<file path="src/rtl/mpls_flow_hash.sv">
// MPLS label-stack flow hash: folds up to MAX_LABELS labels into a 4-bit dividend plus path-count divisor.
// Optional MPLS_FLOW_SEED_EN adds hash_seed, which replaces the zero starting accumulator.
//
// state   | meaning
// IDLE    | no packet in progress, waiting for the first label
// ACCUM   | labels of a packet accepted, BOS not yet seen
// PRESENT | result held on dividend/divisor until hash_rdy
module mpls_flow_hash #(
    parameter int MAX_LABELS = 8,
    parameter int ACC_W      = 16
) (
    input  logic        clk,
    input  logic        reset,
    input  logic        label_vld,
    output logic        label_rdy,
    input  logic [19:0] label_in,
    input  logic        label_bos,
    input  logic [3:0]  path_count,
    input  logic        pkt_abort,
    output logic        hash_vld,
    input  logic        hash_rdy,
    output logic [3:0]  dividend,
    output logic [3:0]  divisor,
    output logic        depth_err
`ifdef MPLS_FLOW_SEED_EN
    ,
    input  logic [ACC_W-1:0] hash_seed
`endif
);

    localparam int CNT_W = $clog2(MAX_LABELS + 2);
    localparam logic [CNT_W-1:0] CNT_MAX = CNT_W'(MAX_LABELS);

    typedef enum logic [1:0] {
        IDLE    = 2'd0,
        ACCUM   = 2'd1,
        PRESENT = 2'd2
    } state_t;

    state_t           state, state_d;
    logic [ACC_W-1:0] acc, acc_d, acc_base, acc_next;
    logic [CNT_W-1:0] cnt, cnt_d;
    logic [15:0]      fold;
    logic             accept, below_max, load;

    assign label_rdy = (state != PRESENT) && !reset;
    assign hash_vld  = (state == PRESENT);
    assign accept    = label_vld && label_rdy;
    assign fold      = label_in[15:0] ^ {12'b0, label_in[19:16]};
    assign below_max = (cnt < CNT_MAX);

    // A cleared count marks a fresh packet, so the seed is picked up after reset and every return to IDLE.
`ifdef MPLS_FLOW_SEED_EN
    assign acc_base = (cnt == '0) ? hash_seed : acc;
`else
    assign acc_base = acc;
`endif
    assign acc_next = below_max ? ({acc_base[14:0], acc_base[15]} ^ fold) : acc_base;

    always_comb begin
        state_d   = state;
        acc_d     = acc;
        cnt_d     = cnt;
        load      = 1'b0;
        depth_err = 1'b0;
        case (state)
            IDLE, ACCUM: begin
                if (pkt_abort) begin
                    state_d = IDLE;
                    acc_d   = '0;
                    cnt_d   = '0;
                end else if (accept) begin
                    acc_d = acc_next;
                    if (below_max) begin
                        cnt_d = cnt + CNT_W'(1);
                    end else if (cnt == CNT_MAX) begin
                        // Count parks one past the limit so only the first ignored label flags.
                        cnt_d     = CNT_MAX + CNT_W'(1);
                        depth_err = 1'b1;
                    end
                    if (label_bos) begin
                        state_d = PRESENT;
                        load    = 1'b1;
                    end else begin
                        state_d = ACCUM;
                    end
                end
            end
            PRESENT: begin
                if (hash_rdy) begin
                    state_d = IDLE;
                    acc_d   = '0;
                    cnt_d   = '0;
                end
            end
            default: begin
                state_d = IDLE;
                acc_d   = '0;
                cnt_d   = '0;
            end
        endcase
    end

    always_ff @(posedge clk or posedge reset) begin
        if (reset) begin
            state    <= IDLE;
            acc      <= '0;
            cnt      <= '0;
            dividend <= 4'h0;
            divisor  <= 4'h0;
        end else begin
            state <= state_d;
            acc   <= acc_d;
            cnt   <= cnt_d;
            if (load) begin
                dividend <= acc_next[15:12] ^ acc_next[11:8] ^ acc_next[7:4] ^ acc_next[3:0];
                divisor  <= path_count;
            end
        end
    end

endmodule

</file>
<file path="config.mk">
export PLATFORM = sky130hd
export DESIGN_NAME = mpls_flow_hash
export DESIGN_NICKNAME = d
export VERILOG_FILES = /design/src/rtl/mpls_flow_hash.sv
export SDC_FILE = /design/constraint.sdc
export NUM_CORES = 1
export LEC_CHECK = 0
export BUFFER_PORTS_ARGS = -buffer_cell sky130_fd_sc_hd__buf_2
export CAP_MARGIN = 30
export CORE_AREA = 2 2 58 60
export DETAILED_ROUTE_END_ITERATION = 6
export DIE_AREA = 0 0 60 62
export PLACE_DENSITY = 0.81
export SYNTH_ARGS = -nofsm -noshare
export SYNTH_HDL_FRONTEND = slang
export SYNTH_SLANG_ARGS = --single-unit
</file>
<file path="constraint.sdc">
create_clock -name clk -period 2.6 [get_ports clk]
set_input_delay 0.52 -clock clk [delete_from_list [all_inputs] [get_ports clk]]
set_output_delay 0.52 -clock clk [all_outputs]
set_load 0.01 [all_outputs]
</file>
==> summary.txt, run 1 <==
Timing
  • Number of hold-slack violations in the final timing report: 0
  • Clk_skew: ~0.012 ns
  • Part of the cycle the worst path needs: 84.89%
  • Total negative slack: 0 ns
  • Setup-violating endpoint count in the final report: 0
  • Shortest period the worst path allows: ~2.2 ns
  • Setup repair after global routing missed its margin: no
  • Slew margin rel.: 66.31%
  • Transition time at the pin with the least slew margin: 0.5040 ns
  • Final Max Slew Viols: 0
  • Maximum frequency from static timing analysis: around 450 MHz

Pwr
  • Overall power of the completed layout: ~1.2 mW
  • Power density of the placed cells: between 500 and 600 nW/um2
  • Leak: between 1 and 1.5 nW
  • Sw Pwr: 339.0 uW
  • Share of total power consumed by net switching: slightly below 30%
  • Proportion of power drawn by combinational gates: between 20% and 30%
  • Clock network fraction of total power: a little under a quarter
  • Worst VDD drop: roughly 0.44 mV
  • Internal Dissipation: between 800 and 900 uW
  • Sequential share of power: 49.4%

Worst setup path
  • Depth of the worst register-to-register path: 5
  • Number of buffers and inverters on the critical path: 2
  • Worst Path Arrival: 1.69 ns
  • Levels on crit path: 3
  • Delay contributed by the slowest stage of the critical path: around 0.61 ns
  • Crit-path cells: inv_2 > nor4_1 > buf_2
  • CP Capture Type: output port
  • Worst-path maximum fanout: 15
  • Startpoint Class: flop
  • Family of cells with the greatest summed delay on the critical path: flip-flops
  • Type of the setup path with the least slack: flop to output port
  • CP Data Required Time: 2.08 ns
  • CP max stage cell: dfrtp_1

CTS
  • Maximum level of the CTS H-tree: 2
  • Clock root cell: clkbuf_4
  • # Post-CTS Setup Buffers: 0
  • Largest buffer count on any clock path: 2
  • Clock-pin slew reported for the worst setup and hold paths after clock tree synthesis: ~0.09 ns
  • Post_cts resized: 0
  • Number of buffers added to fix hold violations after cts: 0
  • CTS buffer count: 5
  • Clock Latency Late Sink: ~0.32 ns
  • # clock sinks: 30
  • Clock tree from TritonCTS: yes

Die
  • Initial standard-cell utilization of the core: between 50% and 60%
  • Io pins: between 40 and 50
  • Standard-cell rows: 21
  • Die boundary width: 60 um
  • Total die area: around 3700 um2
  • Area of the core: 3179 um2
  • Die boundary height: approximately 62 um

Placed design
  • Hpwl dp: ~2300 um
  • Port Buffer Count: 40
  • RD Place Congestion: 0.7681

Job
  • Maximum Capacitance Violations: 0

Final layout
  • Post-synthesis to final-layout area growth: 17.74%
  • Net count reported at finish: 240
  • N_diodes: 0
  • Fraction of final layout cells with drive strength greater than 1: between 20% and 30%

Outcome
  • Outcome: complete, no violations

Global routing
  • GRT overflow: 0
  • Largest net degree at the start of global routing: 31
  • GR Util All Layers: between 10% and 20%
  • Via count of the first global-routing pass: 1,180
  • First-pass GRT wire length: around 5200 um
  • Initial antenna violation count: 0

Route
  • Vias after detailed routing: 1,265
  • Pre-Repair DR Iteration Count: 4
  • Number of nets with antenna violations after detailed routing: 0
  • Detail-routed net length per standard cell: around 13 um
  • Detailed router's first-iteration violation count: 44
  • Drt drc: 0
  • Vias per inst: roughly 5.0
  • Total Wirelength: about 3200 um

Synthesis
  • Mapped Avg Cell Area: approximately 10 um2
  • Cell area after synthesis: ~1700 um2
  • Most used flip-flop cell after synthesis: dfrtp_1
  • Synthesized Nets: between 150 and 200
  • Area contributors post-synth: dfrtp_1 (45%), xor2_1 (6.8%), mux2i_1 (6.6%), xnor2_1 (5.8%), xnor3_1 (5.4%)
  • Post-synthesis register bit count: 30
  • Top cell type by total area after synthesis: dfrtp_1
  • Commonest cells post-synth: dfrtp_1 (30), nand2_1 (23), o21ai_0 (17)
  • Fraction of registers with async set/reset: between 90% and 100%
  • Number of synthesized flops with an enable pin: 0
  • Yosys warning count: 0
  • Count of mapped cells out of synthesis: about 170
  • Distinct cell type count after synthesis: 27
  • Proportion of netlist area held by the largest area contributor: 45.11%
  • Most common cell in the synthesized netlist: dfrtp_1
  • Register area share after synthesis: 45.11%

Hold path
  • Min-delay worst type: primary input to async pin
[per-stage QoR]
stage	util [%]	std cells	cell area, um2	setup slack, ns	hold WS, ns
3_5_place_dp	60.02	247	1908	0.6333	0.4784
4_1_cts	61.63	253	1959	0.3566	0.2797
5_1_grt	61.63	253	1959	0.2648	0.3127
6_report	61.63	253	1959	0.3928	0.2736
2_1_floorplan	-	165	1664	0.5436	0.4895
3_3_place_gp	60.02	247	1908	0.6679	0.4791
[power groups by stage]
| stage | Sequential [mW] | Clock [mW] | Combinational [mW] |
|---|---|---|---|
| after global routing | 0.579 | 0.296 | 0.357 |
| final | 0.570 | 0.266 | 0.318 |
| after global placement | 0.578 | 0 | 0.317 |
| after detailed placement | 0.580 | 0 | 0.321 |
| after CTS | 0.571 | 0.271 | 0.323 |
| after floorplan | 0.592 | 0 | 0.197 |
[sequential cells by signal (all words and copies together) (netlist names)]
register,cells
acc,16
cnt,4
dividend,4
divisor,4
state,2
[layout make-up]
class                           count  area [um2]
Fill cell                         263        1220
Inverter                            6       22.52
Timing Repair Buffer               43       222.7
Sequential cell                    30       750.7
Multi-Input combinational cell    122       854.6
Tap cell                           46       57.56
Clock buffer                        6       51.30
[tightest hold or removal path, cell delays in order]
cell,delay [ns]
buf_2,0.11
inv_1,0.04
buf_4,0.34
[metal layers]
metal / GRT usage (%) / part of all wire [%]
met1: 25.64 / 47
met2: 30.59 / 46
met3: 4.969 / 5.1
met4: 9.524 / 2.0
met5: 0 / 0
[cells by family (layout without fill, tap and decap cells)]
logic type,Yosys count,after routing,share of synthesized area (%)
buffers and inverters,13,55,3.533
multiplexers,16,16,10.00
AO/OA/AOI/OAI,35,35,11.65
AND/OR/NAND/NOR,41,41,10.15
XOR/XNOR,28,28,18.05
flip-flops,30,30,45.11
adder cells (fa/ha/maj),2,2,1.504
[placed cells by master, fill, tap and decap left out, drive strengths merged, types with 2 or more instances in the layout]
master and instances:
a21oi 7, buf 43, clkbuf 6, dfrtp 30, ha 2, inv 6
mux2 5, mux2i 11, nand2 23, nand3 2, nor2 11, nor2b 2
o21ai 23, xnor2 11, xnor3 4, xor2 13
[final timing paths]
check	startpoint	endpoint	slack, ns
max	cnt[3]$_DFFE_PP0P_	depth_err	0.39
min	reset	cnt[0]$_DFFE_PP0P_	0.27
max reg2reg	cnt[3]$_DFFE_PP0P_	dividend[3]$_DFFE_PP0P_	0.62
min reg2reg	dividend[1]$_DFFE_PP0P_	dividend[1]$_DFFE_PP0P_	0.50
max in group asynchronous	reset	divisor[0]$_DFFE_PP0P_	2.04
min in group clk	label_bos	state[0]$_DFFE_PP0P_	0.41
Note: power is estimated with default switching activity, not from simulation.
==> inputs of run 2 (changes only) <==
ABC_AREA = 1   (was default)
CORE_AREA = 2 2 67 69   (was 2 2 58 60)
DIE_AREA = 0 0 69 71   (was 0 0 60 62)
PLACE_DENSITY = 0.73   (was 0.81)
clock period = 1.85 ns   (was 2.6 ns; I/O delays follow)
==> run 2 against run 1 <==
Count of clock-buffer cells in the layout down 1. Core utilization down 6.2 points. Sequential power up 41%. Sequential cell count unchanged. Clock power up 83%. Via count up 48%. Synthesized area up 18%. Global-route usage down 0.70 points. Critical path depth up 5. Total power up 57%. Synthesized cell count up 75%. Routed wire length up 40%.
==> summary.txt, run 2 <==
Synthesis
  • Cell area after synthesis: 1956 um2 (+18%)
  • Most common cell in the synthesized netlist: nand2_1
  • Area contributors post-synth: dfrtp_1 (38%), nand2_1 (23%), inv_1 (8.6%), nand3_1 (7.7%), o22ai_1 (4.5%)
  • Commonest cells post-synth: nand2_1 (119), inv_1 (45), dfrtp_1 (30), nand3_1 (30), o22ai_1 (14)
  • Proportion of netlist area held by the largest area contributor: 38.39% (-6.7 points)
  • Yosys warning count: 0 (unchanged)
  • Number of synthesized flops with an enable pin: 0 (unchanged)
  • Distinct cell type count after synthesis: 27 (unchanged)
  • Fraction of registers with async set/reset: 100.0% (unchanged)
  • Mapped Avg Cell Area: 6.767 um2 (-33%)
  • Count of mapped cells out of synthesis: 289 (+75%)
  • Most used flip-flop cell after synthesis: dfrtp_1
  • Post-synthesis register bit count: 30 (unchanged)
  • Top cell type by total area after synthesis: dfrtp_1
  • Register area share after synthesis: 38.39% (-6.7 points)
  • Synthesized Nets: 321 (+63%)

Final layout
  • Most used cells in the layout excluding fill and tap cells: nand2_1 (118), inv_1 (45), buf_2 (39), nand3_1 (30), dfrtp_1 (30)
  • N_diodes: 0 (unchanged)
  • Net count reported at finish: 369 (+54%)
  • Flip-flop count of the largest register after layout: 16 (unchanged)
  • Fillers: 416 (+58%)
  • Sequential cell area: 750.7 um2 (unchanged)
  • Fraction of final layout cells with drive strength greater than 1: 20.18% (-6.4 points)
  • Layout Cells excl Fill: 389 (+54%)
  • Register ranked first by flip-flop count: acc
  • Commonest non-fill, non-tap cell in the layout: nand2_1
  • Footprint of the multi-input gates: 978.4 um2 (+14%)
  • Post-synthesis to final-layout area growth: 19.26%

Die
  • Initial standard-cell utilization of the core: 46.52% (-5.8 points)
  • Standard-cell rows: 24 (+14%)
  • Area of the core: 4204 um2 (+32%)
  • Die boundary height: 71 um (+15%)
  • Die boundary width: 69 um (+15%)
  • Total die area: 4899 um2 (+32%)
  • Io pins: 41 (unchanged)

Timing
  • Transition time at the pin with the least slew margin: 0.4109 ns (-0.09303 ns)
  • Maximum frequency from static timing analysis: between 500 and 600 MHz
  • Setup repair after global routing missed its margin: yes
  • Number of hold-slack violations in the final timing report: 0 (unchanged)
  • Slew margin rel.: 72.56% (+6.3 points)
  • Clk_skew: 0.004895 ns (-0.007322 ns)
  • Part of the cycle the worst path needs: between 90 and 100%
  • Shortest period the worst path allows: 1.796 ns
  • Final Max Slew Viols: 0 (unchanged)
  • Setup-violating endpoint count in the final report: 0 (unchanged)

Route
  • Detail-routed net length per standard cell: 11.46 um (-8.9%)
  • Pre-Repair DR Iteration Count: 4 (unchanged)
  • Total Wirelength: 4459 um (+40%)
  • Vias after detailed routing: 1,875 (+48%)
  • Number of nets with antenna violations after detailed routing: 0 (unchanged)
  • Detailed router's first-iteration violation count: 127 (+190%)
  • Vias per inst: 4.820 (-3.6%)
  • Drt drc: 0 (unchanged)

Worst setup path
  • CP Data Required Time: 1.48 ns (-0.60 ns)
  • Depth of the worst register-to-register path: 9 (+4)
  • Crit-path cells: nand2_2 > inv_2 > nor2_4 > nand2_4 > nor2_4 > clkinv_4 > nor2_4 > buf_6
  • CP dominant cell by count: nor2_4
  • Worst-path maximum fanout: 4 (-11)
  • Worst Path Arrival: 1.43 ns (-0.26 ns)
  • Type of the setup path with the least slack: flop to output port
  • Startpoint Class: flop
  • Levels on crit path: 8 (+5)
  • CP Capture Type: output port
  • Number of buffers and inverters on the critical path: 3 (+1)
  • CP max stage cell: dfrtp_1
  • Delay contributed by the slowest stage of the critical path: 0.42 ns (-0.19 ns)
  • Family of cells with the greatest summed delay on the critical path: simple AND/OR/NAND/NOR gates

Pwr
  • Overall power of the completed layout: 1.812 mW (+57%)
  • Power density of the placed cells: 777.1 nW/um2 (+32%)
  • Worst VDD drop: 0.5475 mV (+24%)
  • Leak: 1.324 nW (+27%)

Placed design
  • Total instance count after detailed placement: 379 (+53%)
  • RD Place Congestion: 0.7773 (+1.2%)
  • Hpwl dp: 3238 um (+38%)
  • Port Buffer Count: 40 (unchanged)

Global routing
  • Via count of the first global-routing pass: 1,792 (+52%)
  • First-pass GRT wire length: 7603 um (+47%)
  • GR Util All Layers: 18.87% (-0.70 points)
  • Largest net degree at the start of global routing: 31 (unchanged)
  • Initial antenna violation count: 0 (unchanged)
  • GRT overflow: 0 (unchanged)

CTS
  • Clock Latency Late Sink: 0.27 ns (-0.05 ns)
  • # clock sinks: 30 (unchanged)
  • Largest buffer count on any clock path: 2 (unchanged)
  • Clock-pin slew reported for the worst setup and hold paths after clock tree synthesis: 0.07 ns (-0.02 ns)
  • CTS buffer count: 5 (unchanged)
  • Maximum level of the CTS H-tree: 2 (unchanged)
  • Clock root cell: clkbuf_8
  • Number of buffers added to fix hold violations after cts: 0 (unchanged)
  • Clock tree from TritonCTS: yes

Hold path
  • Min-delay worst type: primary input to async pin

Job
  • Maximum Capacitance Violations: 0 (unchanged)

Outcome
  • Outcome: complete, no violations
[run 2: changes by cell type in the layout (fill, tap and decap cells not counted), sizes merged, moves of 6 or more]
cell | before | now
nand3 | 2 | 30
o22ai | 0 | 14
mux2i | 11 | 0
nand2 | 23 | 121
o21ai | 23 | 10
xor2 | 13 | 2
a21oi | 7 | 1
inv | 6 | 49
[run 2: kinds of logic (layout without fill, tap and decap cells)]
family	count (synthesis)	after routing	share of synthesized area [%]
DFF	30	30	38.39
AOI/OAI and AO/OA	28	28	8.637
adders and majority gates	2	2	1.279
and+or+nand+nor	163	163	35.57
xor gates and xnor gates	9	9	4.031
buffers and inverters	57	105	12.09
[run 2: worst paths after layout]
kind | startpoint | end | slack (ns)
max | state[1]$_DFFE_PP0P_ | depth_err | 0.05
max reg2reg | cnt[3]$_DFFE_PP0P_ | dividend[3]$_DFFE_PP0P_ | 0.27
max in group asynchronous | reset | acc[12]$_DFFE_PP0P_ | 1.35
min in group clk | path_count[0] | divisor[0]$_DFFE_PP0P_ | 0.29
min reg2reg | divisor[0]$_DFFE_PP0P_ | divisor[0]$_DFFE_PP0P_ | 0.47
min | reset | divisor[3]$_DFFE_PP0P_ | 0.21
[run 2: metal layers]
| layer | up-vias | track usage [%] | wire length (um) |
|---|---|---|---|
| met1 | 851 | 23.94 | 2069 |
| met4 | 0 | 3.268 | 22 |
| met3 | 4 | 3.561 | 146 |
| met2 | 23 | 33.97 | 2221 |
| li1 | 997 | - | - |
| met5 | - | 0 | 0 |
[run 2: power by group]
part | switching, mW | internal, mW
clock network | 0.235 | 0.252
logic | 0.305 | 0.214
registers | 0.0590 | 0.747
[run 2: what timing repair did]
item                       4_1_cts  5_1_grt
hold endpoints to repair         0        0
gates cloned                     0        0
buffers inserted                 0        3
setup endpoints to repair        1        1
resized for setup                1        6
pin swaps                        0        4
[run 2: area by class of cell]
cell class | count | area share [%]
repair buffers | 48 | 11.43
clock buffers | 5 | 2.951
clock inverters | 2 | 0.4292
well taps | 52 | 2.790
multi-input cells | 202 | 41.95
inverters | 50 | 8.262
flip-flops and latches | 30 | 32.19
[run 2: worst reg2reg max path, delay by kind of cell (launching register included)]
family / cells / cell delay (ns)
flip-flops: 1 / 0.44
buffers and inverters: 2 / 0.40
AND/OR/NAND/NOR: 7 / 0.64
[run 2: per-stage QoR]
| stage | hold WS (ns) | setup TNS, ns | setup WS [ns] | utilization, % | cell area (um2) |
|---|---|---|---|---|---|
| after CTS | 0.2182 | 0 | 0.01765 | 54.49 | 2291 |
| after global routing | 0.2524 | -0.03664 | -0.03664 | 55.48 | 2332 |
| after detailed placement | 0.4596 | 0 | 0.2626 | 52.56 | 2210 |
| final | 0.2083 | 0 | 0.05390 | 55.48 | 2332 |
| after global placement | 0.4578 | 0 | 0.3038 | 52.56 | 2210 |
| after floorplan | 0.4608 | 0 | 0.2017 | - | 1956 |
